`src/rtl/ft245_sync_tx_if.sv`:
```
// Handshake and FTDI pad bundle between the response master, the TX engine and the FT245 pins.
// The slave side is the TX engine; the master side is everything around it.
interface ft245_sync_tx_if #(
  parameter int COUNT_WIDTH = 24
);
  logic                   start;
  logic [31:0]            status;
  logic [31:0]            address;
  logic [COUNT_WIDTH-1:0] data_count;
  logic                   busy;
  logic                   done;
  logic [31:0]            data_in;
  logic                   data_valid;
  logic                   data_ready;
  logic                   rx_active;
  logic                   ftdi_txe_n;
  logic                   ftdi_wr_n;
  logic [7:0]             ftdi_data_out;
  logic                   ftdi_data_oe;
  logic                   ftdi_siwu;

  modport slave (
    input  start, status, address, data_count, data_in, data_valid, rx_active, ftdi_txe_n,
    output busy, done, data_ready, ftdi_wr_n, ftdi_data_out, ftdi_data_oe, ftdi_siwu
  );

  modport master (
    output start, status, address, data_count, data_in, data_valid, rx_active, ftdi_txe_n,
    input  busy, done, data_ready, ftdi_wr_n, ftdi_data_out, ftdi_data_oe, ftdi_siwu
  );
endinterface

```
`src/rtl/ft245_sync_tx.sv`:
```
// FT245 synchronous-FIFO transmit engine: serialises status, address and N payload words
// MSB byte first onto the shared FTDI bus, with a one-word prefetch to avoid inter-word bubbles.
module ft245_sync_tx #(
  parameter int COUNT_WIDTH    = 24,
  parameter bit SEND_IMMEDIATE = 1'b1
) (
  input  logic           ftdi_clk,
  input  logic           rst,
  ft245_sync_tx_if.slave bus
);
  localparam int WL_W = COUNT_WIDTH + 2;

  typedef enum logic [2:0] {
    S_IDLE, S_WAIT_BUS, S_SEND, S_STALL, S_FLUSH, S_DONE
  } state_t;

  state_t                 r_state, w_state_nxt;
  logic [31:0]            r_shift, r_nxt;
  logic                   r_nxt_vld;
  logic [1:0]             r_byte_cnt;
  logic [WL_W-1:0]        r_words_left;
  logic [COUNT_WIDTH-1:0] r_fetch_left;
  logic                   r_wr_n, r_data_oe, r_siwu, r_done;

  logic                   w_start, w_accept, w_last_byte, w_last_word, w_word_end;
  logic                   w_reload, w_stall_load, w_xfer, w_data_ready;
  logic [COUNT_WIDTH-1:0] w_n;

  assign w_start      = (r_state == S_IDLE) && bus.start;
  assign w_accept     = (r_state == S_SEND) && !r_wr_n && !bus.ftdi_txe_n;
  assign w_last_byte  = (r_byte_cnt == 2'd3);
  assign w_last_word  = (r_words_left == WL_W'(1));
  assign w_word_end   = w_accept && w_last_byte && !w_last_word;
  assign w_reload     = w_word_end && r_nxt_vld;
  assign w_stall_load = (r_state == S_STALL) && r_nxt_vld;
  assign w_data_ready = ((r_state == S_SEND) || (r_state == S_STALL)) && !r_nxt_vld
                        && (r_fetch_left != '0);
  assign w_xfer       = bus.data_valid && w_data_ready;
  assign w_n          = (bus.data_count == '0) ? COUNT_WIDTH'(1) : bus.data_count;

  always_comb begin
    w_state_nxt = r_state;
    case (r_state)
      S_IDLE:     if (bus.start) w_state_nxt = S_WAIT_BUS;
      S_WAIT_BUS: if (!bus.rx_active) w_state_nxt = S_SEND;
      S_SEND: begin
        if (w_accept && w_last_byte) begin
          if (w_last_word)     w_state_nxt = S_FLUSH;
          else if (!r_nxt_vld) w_state_nxt = S_STALL;
        end
      end
      S_STALL:    if (r_nxt_vld) w_state_nxt = S_SEND;
      S_FLUSH:    w_state_nxt = S_DONE;
      S_DONE:     w_state_nxt = S_IDLE;
      default:    w_state_nxt = S_IDLE;
    endcase
  end

  // Pad strobes are registered from the next state so they change on the edge that enters it.
  always_ff @(posedge ftdi_clk) begin
    if (rst) begin
      r_state      <= S_IDLE;
      r_wr_n       <= 1'b1;
      r_data_oe    <= 1'b0;
      r_siwu       <= 1'b1;
      r_done       <= 1'b0;
      r_nxt_vld    <= 1'b0;
      r_byte_cnt   <= '0;
      r_words_left <= '0;
      r_fetch_left <= '0;
    end else begin
      r_state   <= w_state_nxt;
      r_wr_n    <= !((r_state == S_SEND) && (w_state_nxt == S_SEND) && !bus.ftdi_txe_n);
      r_data_oe <= (w_state_nxt == S_SEND) || (w_state_nxt == S_STALL);
      r_siwu    <= !(SEND_IMMEDIATE && (w_state_nxt == S_FLUSH));
      r_done    <= (w_state_nxt == S_DONE);
      if (w_start) begin
        r_nxt_vld    <= 1'b1;
        r_byte_cnt   <= '0;
        r_fetch_left <= w_n;
        r_words_left <= {2'b00, w_n} + WL_W'(2);
      end else begin
        if (w_accept && !w_last_byte) r_byte_cnt <= r_byte_cnt + 2'd1;
        if (w_word_end) begin
          r_words_left <= r_words_left - WL_W'(1);
          r_byte_cnt   <= '0;
        end
        if (w_reload || w_stall_load) r_nxt_vld <= 1'b0;
        // A fresh payload word always wins over the consume of the previous one.
        if (w_xfer) begin
          r_nxt_vld    <= 1'b1;
          r_fetch_left <= r_fetch_left - COUNT_WIDTH'(1);
        end
      end
    end
  end

  always_ff @(posedge ftdi_clk) begin
    if (w_start) begin
      r_shift <= bus.status;
      r_nxt   <= bus.address;
    end else begin
      if (w_accept && !w_last_byte)   r_shift <= {r_shift[23:0], 8'h00};
      if (w_reload || w_stall_load)   r_shift <= r_nxt;
      if (w_xfer)                     r_nxt   <= bus.data_in;
    end
  end

  assign bus.busy          = (r_state != S_IDLE);
  assign bus.done          = r_done;
  assign bus.data_ready    = w_data_ready;
  assign bus.ftdi_wr_n     = r_wr_n;
  assign bus.ftdi_data_out = r_shift[31:24];
  assign bus.ftdi_data_oe  = r_data_oe;
  assign bus.ftdi_siwu     = r_siwu;
endmodule

```
`src/flat_wrapper.sv`:
```
// flat-port wrapper written by rule: the top's interface ports become plain ports
module ft245_sync_tx_flat 
#(
  parameter int COUNT_WIDTH    = 24,
  parameter bit SEND_IMMEDIATE = 1'b1
)
  (ftdi_clk, rst, bus_start, bus_status, bus_address, bus_data_count, bus_data_in, bus_data_valid, bus_rx_active, bus_ftdi_txe_n, bus_busy, bus_done, bus_data_ready, bus_ftdi_wr_n, bus_ftdi_data_out, bus_ftdi_data_oe, bus_ftdi_siwu);
  ft245_sync_tx_if #(.COUNT_WIDTH(COUNT_WIDTH)) bus_i ();
  input  logic ftdi_clk;
  input  logic rst;
  input wire logic [$bits(bus_i.start)-1:0] bus_start;
  input wire logic [$bits(bus_i.status)-1:0] bus_status;
  input wire logic [$bits(bus_i.address)-1:0] bus_address;
  input wire logic [$bits(bus_i.data_count)-1:0] bus_data_count;
  input wire logic [$bits(bus_i.data_in)-1:0] bus_data_in;
  input wire logic [$bits(bus_i.data_valid)-1:0] bus_data_valid;
  input wire logic [$bits(bus_i.rx_active)-1:0] bus_rx_active;
  input wire logic [$bits(bus_i.ftdi_txe_n)-1:0] bus_ftdi_txe_n;
  output wire logic [$bits(bus_i.busy)-1:0] bus_busy;
  output wire logic [$bits(bus_i.done)-1:0] bus_done;
  output wire logic [$bits(bus_i.data_ready)-1:0] bus_data_ready;
  output wire logic [$bits(bus_i.ftdi_wr_n)-1:0] bus_ftdi_wr_n;
  output wire logic [$bits(bus_i.ftdi_data_out)-1:0] bus_ftdi_data_out;
  output wire logic [$bits(bus_i.ftdi_data_oe)-1:0] bus_ftdi_data_oe;
  output wire logic [$bits(bus_i.ftdi_siwu)-1:0] bus_ftdi_siwu;
  assign bus_i.start = bus_start;
  assign bus_i.status = bus_status;
  assign bus_i.address = bus_address;
  assign bus_i.data_count = bus_data_count;
  assign bus_i.data_in = bus_data_in;
  assign bus_i.data_valid = bus_data_valid;
  assign bus_i.rx_active = bus_rx_active;
  assign bus_i.ftdi_txe_n = bus_ftdi_txe_n;
  assign bus_busy = bus_i.busy;
  assign bus_done = bus_i.done;
  assign bus_data_ready = bus_i.data_ready;
  assign bus_ftdi_wr_n = bus_i.ftdi_wr_n;
  assign bus_ftdi_data_out = bus_i.ftdi_data_out;
  assign bus_ftdi_data_oe = bus_i.ftdi_data_oe;
  assign bus_ftdi_siwu = bus_i.ftdi_siwu;
  ft245_sync_tx #(.COUNT_WIDTH(COUNT_WIDTH), .SEND_IMMEDIATE(SEND_IMMEDIATE)) u_core (.ftdi_clk(ftdi_clk), .rst(rst), .bus(bus_i));
endmodule
```
`config.mk`:
```
export PLATFORM = sky130hd
export DESIGN_NAME = ft245_sync_tx_flat
export DESIGN_NICKNAME = d
export VERILOG_FILES = /design/src/rtl/ft245_sync_tx_if.sv /design/src/rtl/ft245_sync_tx.sv /design/src/flat_wrapper.sv
export SDC_FILE = /design/constraint.sdc
export NUM_CORES = 1
export LEC_CHECK = 0
export BUFFER_PORTS_ARGS = -buffer_cell sky130_fd_sc_hd__clkbuf_2
export CAP_MARGIN = 15
export CORE_MARGIN = 2
export CORE_UTILIZATION = 51
export DETAILED_ROUTE_END_ITERATION = 8
export PLACE_DENSITY = 0.74
export SYNTH_ARGS = -nofsm -noshare
export SYNTH_HDL_FRONTEND = slang
export SYNTH_SLANG_ARGS = --single-unit
export TNS_END_PERCENT = 20
```
`constraint.sdc`:
```
create_clock -name ftdi_clk -period 2.8 [get_ports ftdi_clk]
set_input_delay 0 -clock ftdi_clk [delete_from_list [all_inputs] [get_ports ftdi_clk]]
set_output_delay 0 -clock ftdi_clk [all_outputs]
set_load 0.005 [all_outputs]
```
==> summary.txt, run 1 <==
Clock network
  – H-tree level count: 4
  – Skew-Pair Late Insertion Delay: about 420 ps
  – Root Driver: clkbuf_16
  – CTS tree: yes
  – TritonCTS Buffers: 17
  – Clock-pin slew of the registers on the worst-case setup and hold paths: ~60 ps
  – Clk buf depth: 2
  – Post-CTS sizing: 0
  – CTS Sinks: 124

Floorplan
  – Core area: around 14000 um^2
  – Die W: about 120 um
  – Total die area: around 15000 um^2
  – # rows: 43
  – Starting density of the core: 0.5162
  – I/O pins: 140
  – Die height: roughly 120 um

Route
  – Router iterations before antenna repair: 5
  – Vias per cell: around 5.8
  – DRT iter0 DRCs: 700
  – DRC: 0
  – Wire per inst: approximately 17 um
  – DR vias: 7117
  – Post-Route WL: about 20 mm
  – Detail Route Antenna Nets: 0

STA
  – Slew HR: 0.5814
  – Worst slew pin tran: about 630 ps
  – Max Fclk: around 0.38 GHz
  – TNS Setup: 0 ps
  – Crit path time final: 2626 ps
  – Final Hold Fails: 0
  – Clock skew: 7.901 ps
  – RSZ-0062 raised after global routing: false
  – Final setup violation count: 0
  – Final worst path period share: 0.9378
  – Setup ws final: roughly 170 ps
  – Max Slew Vio Count: 0

Run status
  – Status: finished clean

Finish
  – Fin area: ~9700 um^2
  – Fillers: between 900 and 1000
  – Final core utilization: 0.7053
  – Synthesis-to-layout area growth: 36.64%
  – Fin nets: approximately 1200
  – Most frequent cells in the layout: 173 x nand2_1, 139 x clkbuf_2, 117 x dlygate4sd3_1
  – Final std cells w/o fill: around 1200
  – Commonest non-fill, non-tap cell in the layout: nand2_1
  – N_diodes: 0
  – Sequential cell area: 3123 um^2
  – Multi-input gate area: between 3000 and 4000 um^2
  – Layout cells sized above 1: 0.2168

Synth
  – Mean post-synth cell area: slightly below 9 um^2
  – Async set-reset flop share out of synthesis: 0
  – Seq cells post-synth: between 100 and 150
  – Top post-synthesis cells by area: edfxtp_1 27%, dfxtp_1 17%, nand2_1 9.2%, o211ai_1 5.5%, clkbuf_1 2.4%
  – Post-Syn Instances: 796
  – Yosys warns: 0
  – Sequential-to-total area share from yosys stat: 0.4410
  – Yosys top cell area share: 0.2714
  – EDFF count, synth: 64
  – Most used DFF post-synth: edfxtp_1
  – Cell taking the most area after synthesis: edfxtp_1
  – Cell Area, Synth: between 7000 and 8000 um^2
  – Unique masters post-synth: 67
  – Mapped Nets: 927

Power
  – Leakage: 3.863 nW
  – Peak supply drop: 0.3616 mV
  – Pwr dens: approximately 570 nW/um^2

Worst setup path
  – Setup crit start kind: register
  – Critical path startpoint: u_core.r_state[0]
  – Critical path peak fanout: 19
  – Worst reg2reg startpoint: u_core.r_state[0]
  – Critical path capture point type: register
  – Crit path kind: reg -> reg
  – Req. time, crit path: between 3000 and 4000 ps
  – CP Data Arrival Time: between 2000 and 3000 ps

Placement
  – Area after DPL: 7953 um^2
  – I/O Buffers: between 100 and 150
  – Place WS: 186.4 ps
  – GP Congestion: 0.8716
  – Dpl cells: 1078
  – Detailed Place HPWL: roughly 12 mm

GRT
  – GRT Total Usage: 0.2776
  – First-pass GRT wire length: between 30 and 40 mm
  – Vias in the first global route: 6462
  – GRT Residual Overflow: 0
  – Initial antenna violation count: 1
  – Largest net degree at the start of global routing: between 60 and 70

Worst hold path
  – Worst min path class: in -> reg
  – Hold Startpoint: bus_data_count[5]

Run
  – Max Cap Violations: 0
path summary, 6_finish.rpt:
kind	end	slack, ps	cells after the start
setup / recovery	u_core.r_words_left[16]	170	6
hold reg to reg	u_core.r_words_left[7]	510	2
hold / removal	u_core.r_fetch_left[5]	10	3
setup reg to reg	u_core.r_words_left[16]	170	6
critical path, cell delays in order (launching register included):
cell	delay (ps)
dfxtp_1	310
or4b_4	570
or3b_2	560
a21oi_2	180
buf_4	280
mux2_2	360
a32o_1	250
report_power, final:
part | switching, mW | internal, mW | total, mW
sequential | 0.111 | 2.14 | 2.25
combinational | 0.635 | 0.540 | 1.18
clock | 0.836 | 1.22 | 2.05
total | 1.58 | 3.89 | 5.48
metal layers:
metal / vias to the layer above / routed length, um / track usage
met5: - / 0 / 0
met4: 0 / 493 / 0.1078
met3: 53 / 1392 / 0.04822
met2: 304 / 9730 / 0.4536
met1: 3283 / 8849 / 0.3680
li1: 3477 / - / -
sequential cells by signal, summed over array words and instances, names as in the netlist:
name / flops
u_core.bus.done: 1
u_core.bus.ftdi_data_oe: 1
u_core.bus.ftdi_siwu: 1
u_core.bus.ftdi_wr_n: 1
u_core.r_byte_cnt: 2
u_core.r_fetch_left: 24
u_core.r_nxt: 32
u_core.r_nxt_vld: 1
u_core.r_shift: 32
u_core.r_state: 3
u_core.r_words_left: 26
metrics by stage:
stage | power, mW | hold WS [ps]
2_1_floorplan | 2.914 | 159.5
3_3_place_gp | 3.234 | 262.9
3_5_place_dp | 3.255 | 265.3
4_1_cts | 5.465 | 2.141
5_1_grt | 5.713 | 38.91
6_report | 5.476 | 14.08
kinds of logic (layout without fill, tap and decap cells):
kind of cell	Yosys count	in the layout	synth area share
DFF	124	124	0.4410
adders and majority gates	5	5	0.008834
and+or+nand+nor	369	369	0.2655
AOI/OAI and AO/OA	186	186	0.1929
muxes	7	7	0.01025
xor gates and xnor gates	23	23	0.02844
buffers and inverters	82	333	0.05300
synthesized netlist by cell type, drive strengths merged, types with 5 or more instances:
cell type	number
nand2	173
edfxtp	64
dfxtp	60
o211ai	53
clkbuf	47
nor2	44
or3	28
o21ai	24
nor4	22
or4	22
buf	21
a31oi	18
nor3	18
a311oi	16
nand3	15
o31ai	14
inv	13
xor2	13
a211oi	12
nand4	12
a21oi	11
xnor2	10
a22o	8
and3	5
and4	5
ha	5
mux2i	5
cell type report:
class	count	share of cell area
Clock buffer	18	0.04435
Clock inverter	14	0.01280
Inverter	14	0.005431
Multi-Input combinational cell	590	0.3719
Sequential cell	124	0.3227
Tap cell	180	0.02327
Timing Repair Buffer	287	0.2196
what timing repair did:
action	4_1_cts	5_1_grt
endpoints found under the hold margin	89	0
hold buffers	117	0
buffers inserted	0	0
Note: power is estimated with default switching activity, not from simulation.
==> inputs of run 2 (changes only) <==
BUFFER_PORTS_ARGS = unset   (was -buffer_cell sky130_fd_sc_hd__clkbuf_2)
CORE_UTILIZATION = 58   (was 51)
DONT_BUFFER_PORTS = 1   (was unset)
PLACE_DENSITY = 0.72   (was 0.74)
==> run 2 against run 1 <==
Net effect: die area fell by 12%; worst setup slack got worse by 60 ps; routed wire length rose by 7.8%; count of clock-buffer cells in the layout fell by 1; via count fell by 1.9%; worst hold slack barely moved; global-route usage rose by 5.5 points; critical path depth rose by 1; critical endpoint is now u_core.r_words_left[1]; highest routed layer unchanged.
==> summary.txt, run 2 (synthesis results as in run 1) <==
Run status
  – Status: finished clean

Route
  – Detail Route Antenna Nets: 0 (unchanged)
  – Post-Route WL: 22.06 mm (+7.8%)
  – DRC: 0 (unchanged)
  – Wire per inst: 20.71 um (+24%)
  – Vias per cell: 6.554 (+13%)
  – Router iterations before antenna repair: 5 (unchanged)
  – DR vias: 6980 (-1.9%)
  – DRT iter0 DRCs: 794 (+13%)

Worst hold path
  – Worst hold path depth: 4 (+1)
  – Worst min path class: in -> reg
  – Hold-critical path endpoint: u_core.r_state[0]
  – Hold Startpoint: bus_rx_active

Finish
  – N_diodes: 0 (unchanged)
  – Synthesis-to-layout area growth: 28.29%
  – Layout cells sized above 1: 0.09804 (-0.1188)
  – Fin area: 9085 um^2 (-6.1%)
  – Fillers: 762 (-24%)
  – Commonest non-fill, non-tap cell in the layout: nand2_1
  – Fin nets: 1036 (-11%)
  – Final std cells w/o fill: 1065 (-13%)
  – Most frequent cells in the layout: 173 x nand2_1, 127 x dlygate4sd3_1, 64 x edfxtp_1
  – Largest registers: u_core.r_nxt: 32 flops, u_core.r_shift: 32 flops, u_core.r_words_left: 26 flops

Worst setup path
  – Worst r2r path cells: 7 (+1)
  – Reg-to-Reg End: u_core.r_words_left[1]
  – Req. time, crit path: 3140 ps (+30 ps)
  – Worst reg2reg startpoint: u_core.r_state[0]
  – Critical path peak fanout: 21 (+2)
  – Crit path kind: reg -> reg
  – CP Data Arrival Time: 3030 ps (+90 ps)
  – R2R Setup Slk: 110 ps (-60 ps)
  – Critical path capture point type: register
  – Setup crit start kind: register

GRT
  – First-pass GRT wire length: 34.01 mm (+5.5%)
  – Initial antenna violation count: 0 (-1)
  – GRT Total Usage: 0.3331 (+0.05548)
  – Vias in the first global route: 6580 (+1.8%)
  – Largest net degree at the start of global routing: 83 (+24%)
  – GRT Residual Overflow: 0 (unchanged)

Floorplan
  – Core area: 11960 um^2 (-13%)
  – Starting density of the core: 0.5921 (+0.07586)
  – Total die area: 13110 um^2 (-12%)
  – I/O pins: 140 (unchanged)
  – Die W: 114.5 um (-6.0%)
  – # rows: 40 (-7.0%)
  – Die height: 114.5 um (-6.0%)

Clock network
  – Clk buf depth: 2 (unchanged)
  – CTS tree: yes
  – TritonCTS Buffers: 17 (unchanged)
  – CTS Sinks: 124 (unchanged)
  – H-tree level count: 4 (unchanged)
  – Clock-pin slew of the registers on the worst-case setup and hold paths: 60 ps (about the same)
  – Skew-Pair Late Insertion Delay: 420 ps (about the same)
  – Root Driver: clkbuf_16

Power
  – Total power: 5.513 mW (+0.66%)
  – Flop pwr share: 0.410 (about the same)
  – Clk pwr share: 0.390 (+0.015)
  – Psw: 1.588 mW (+0.33%)
  – Sw frac: 0.2880 (-0.0009490)
  – Pwr dens: 606.8 nW/um^2 (+7.2%)
  – Peak supply drop: 0.4221 mV (+17%)
  – Comb pwr share: 0.200 (-0.015)
  – Internal cell power: 3.925 mW (+0.80%)
  – Leakage: 3.351 nW (-13%)

STA
  – Final setup violation count: 0 (unchanged)
  – Slew HR: 0.5815 (about the same)
  – TNS Setup: 0 ps (unchanged)
  – Worst slew pin tran: 622.0 ps (-4.513 ps)
  – Max Slew Vio Count: 0 (unchanged)
  – Clock skew: 6.975 ps (-0.9258 ps)
  – Setup ws final: 114.1 ps (-60.19 ps)
  – Max Fclk: 0.3723 GHz (-2.2%)
  – Final worst path period share: 0.9592 (+0.02150)
  – RSZ-0062 raised after global routing: false
  – Final Hold Fails: 0 (unchanged)
  – Crit path time final: 2686 ps (+60.19 ps)

Placement
  – Dpl cells: 905 (-16%)
  – Place WS: 80.88 ps (-105.5 ps)
  – I/O Buffers: 0 (-100%)
  – GP Congestion: 0.9159 (+5.1%)
  – Detailed Place HPWL: 12.81 mm (+3.1%)
  – Area after DPL: 7208 um^2 (-9.4%)

Run
  – Max Cap Violations: 0 (unchanged)
run 2: cell count changes in the layout (fill, tap and decap cells not counted), sizes merged:
cell	previous run	this run
bufinv	1	2
dlygate4sd3	117	127
clkbuf	157	17
run 2: area by class of cell:
type,count,area (um^2),area share
clock buffer,17,425.4,0.04683
clock inverter,15,150.1,0.01653
inverter,14,52.55,0.005784
multi-input combinational,590,3605,0.3968
sequential,124,3123,0.3438
tap,147,183.9,0.02025
timing repair buffer,158,1545,0.1701
run 2: how the worst max path moves through the flow:
stage	depth (start not counted)	from	slack, ps	endpoint
after floorplan	6	u_core.r_state[2]	20	u_core.r_shift[0]
after global placement	7	u_core.r_state[0]	150	u_core.r_words_left[1]
after detailed placement	7	u_core.r_state[0]	80	u_core.r_words_left[1]
after CTS	7	u_core.r_state[0]	60	u_core.r_words_left[1]
after global routing	6	u_core.r_fetch_left[2]	6	u_core.r_fetch_left[0]
final	7	u_core.r_state[0]	110	u_core.r_words_left[1]
run 2: worst max-delay path, stage by stage, from the launching register on:
cell and delay, ps:
dfxtp_1 310, or4b_4 570, or3b_2 570, a21oi_2 160
buf_4 260, buf_6 240, mux2_2 360, o21ai_0 150
run 2: stage by stage:
stage | hold WS (ps) | util
2_1_floorplan | 159.5 | -
3_3_place_gp | 82.51 | 0.6026
3_5_place_dp | 85.74 | 0.6026
4_1_cts | 0.3318 | 0.7587
5_1_grt | 22.08 | 0.7595
6_report | 13.74 | 0.7595
run 2: power groups by stage:
stage | Clock, mW | Combinational (mW) | Sequential, mW
floorplan | 0 | 0.665 | 2.25
global placement | 0 | 0.808 | 2.28
detailed placement | 0 | 0.840 | 2.28
CTS | 2.15 | 1.06 | 2.25
global route | 2.23 | 1.19 | 2.28
finish | 2.15 | 1.10 | 2.26
run 2: per-layer routing:
layer,GRT usage,part of all wire,vias up
met5,0,0,-
met4,0.1439,0.031,0
met3,0.07411,0.087,69
met2,0.5483,0.48,409
met1,0.4219,0.40,3296
li1,-,-,3206
run 2: repair_timing:
item | in CTS | in global routing
endpoints found under the setup margin | 0 | 2
hold buffers | 128 | 0
buffers inserted | 0 | 0
endpoints found under the hold margin | 121 | 0
resized for setup | 0 | 2
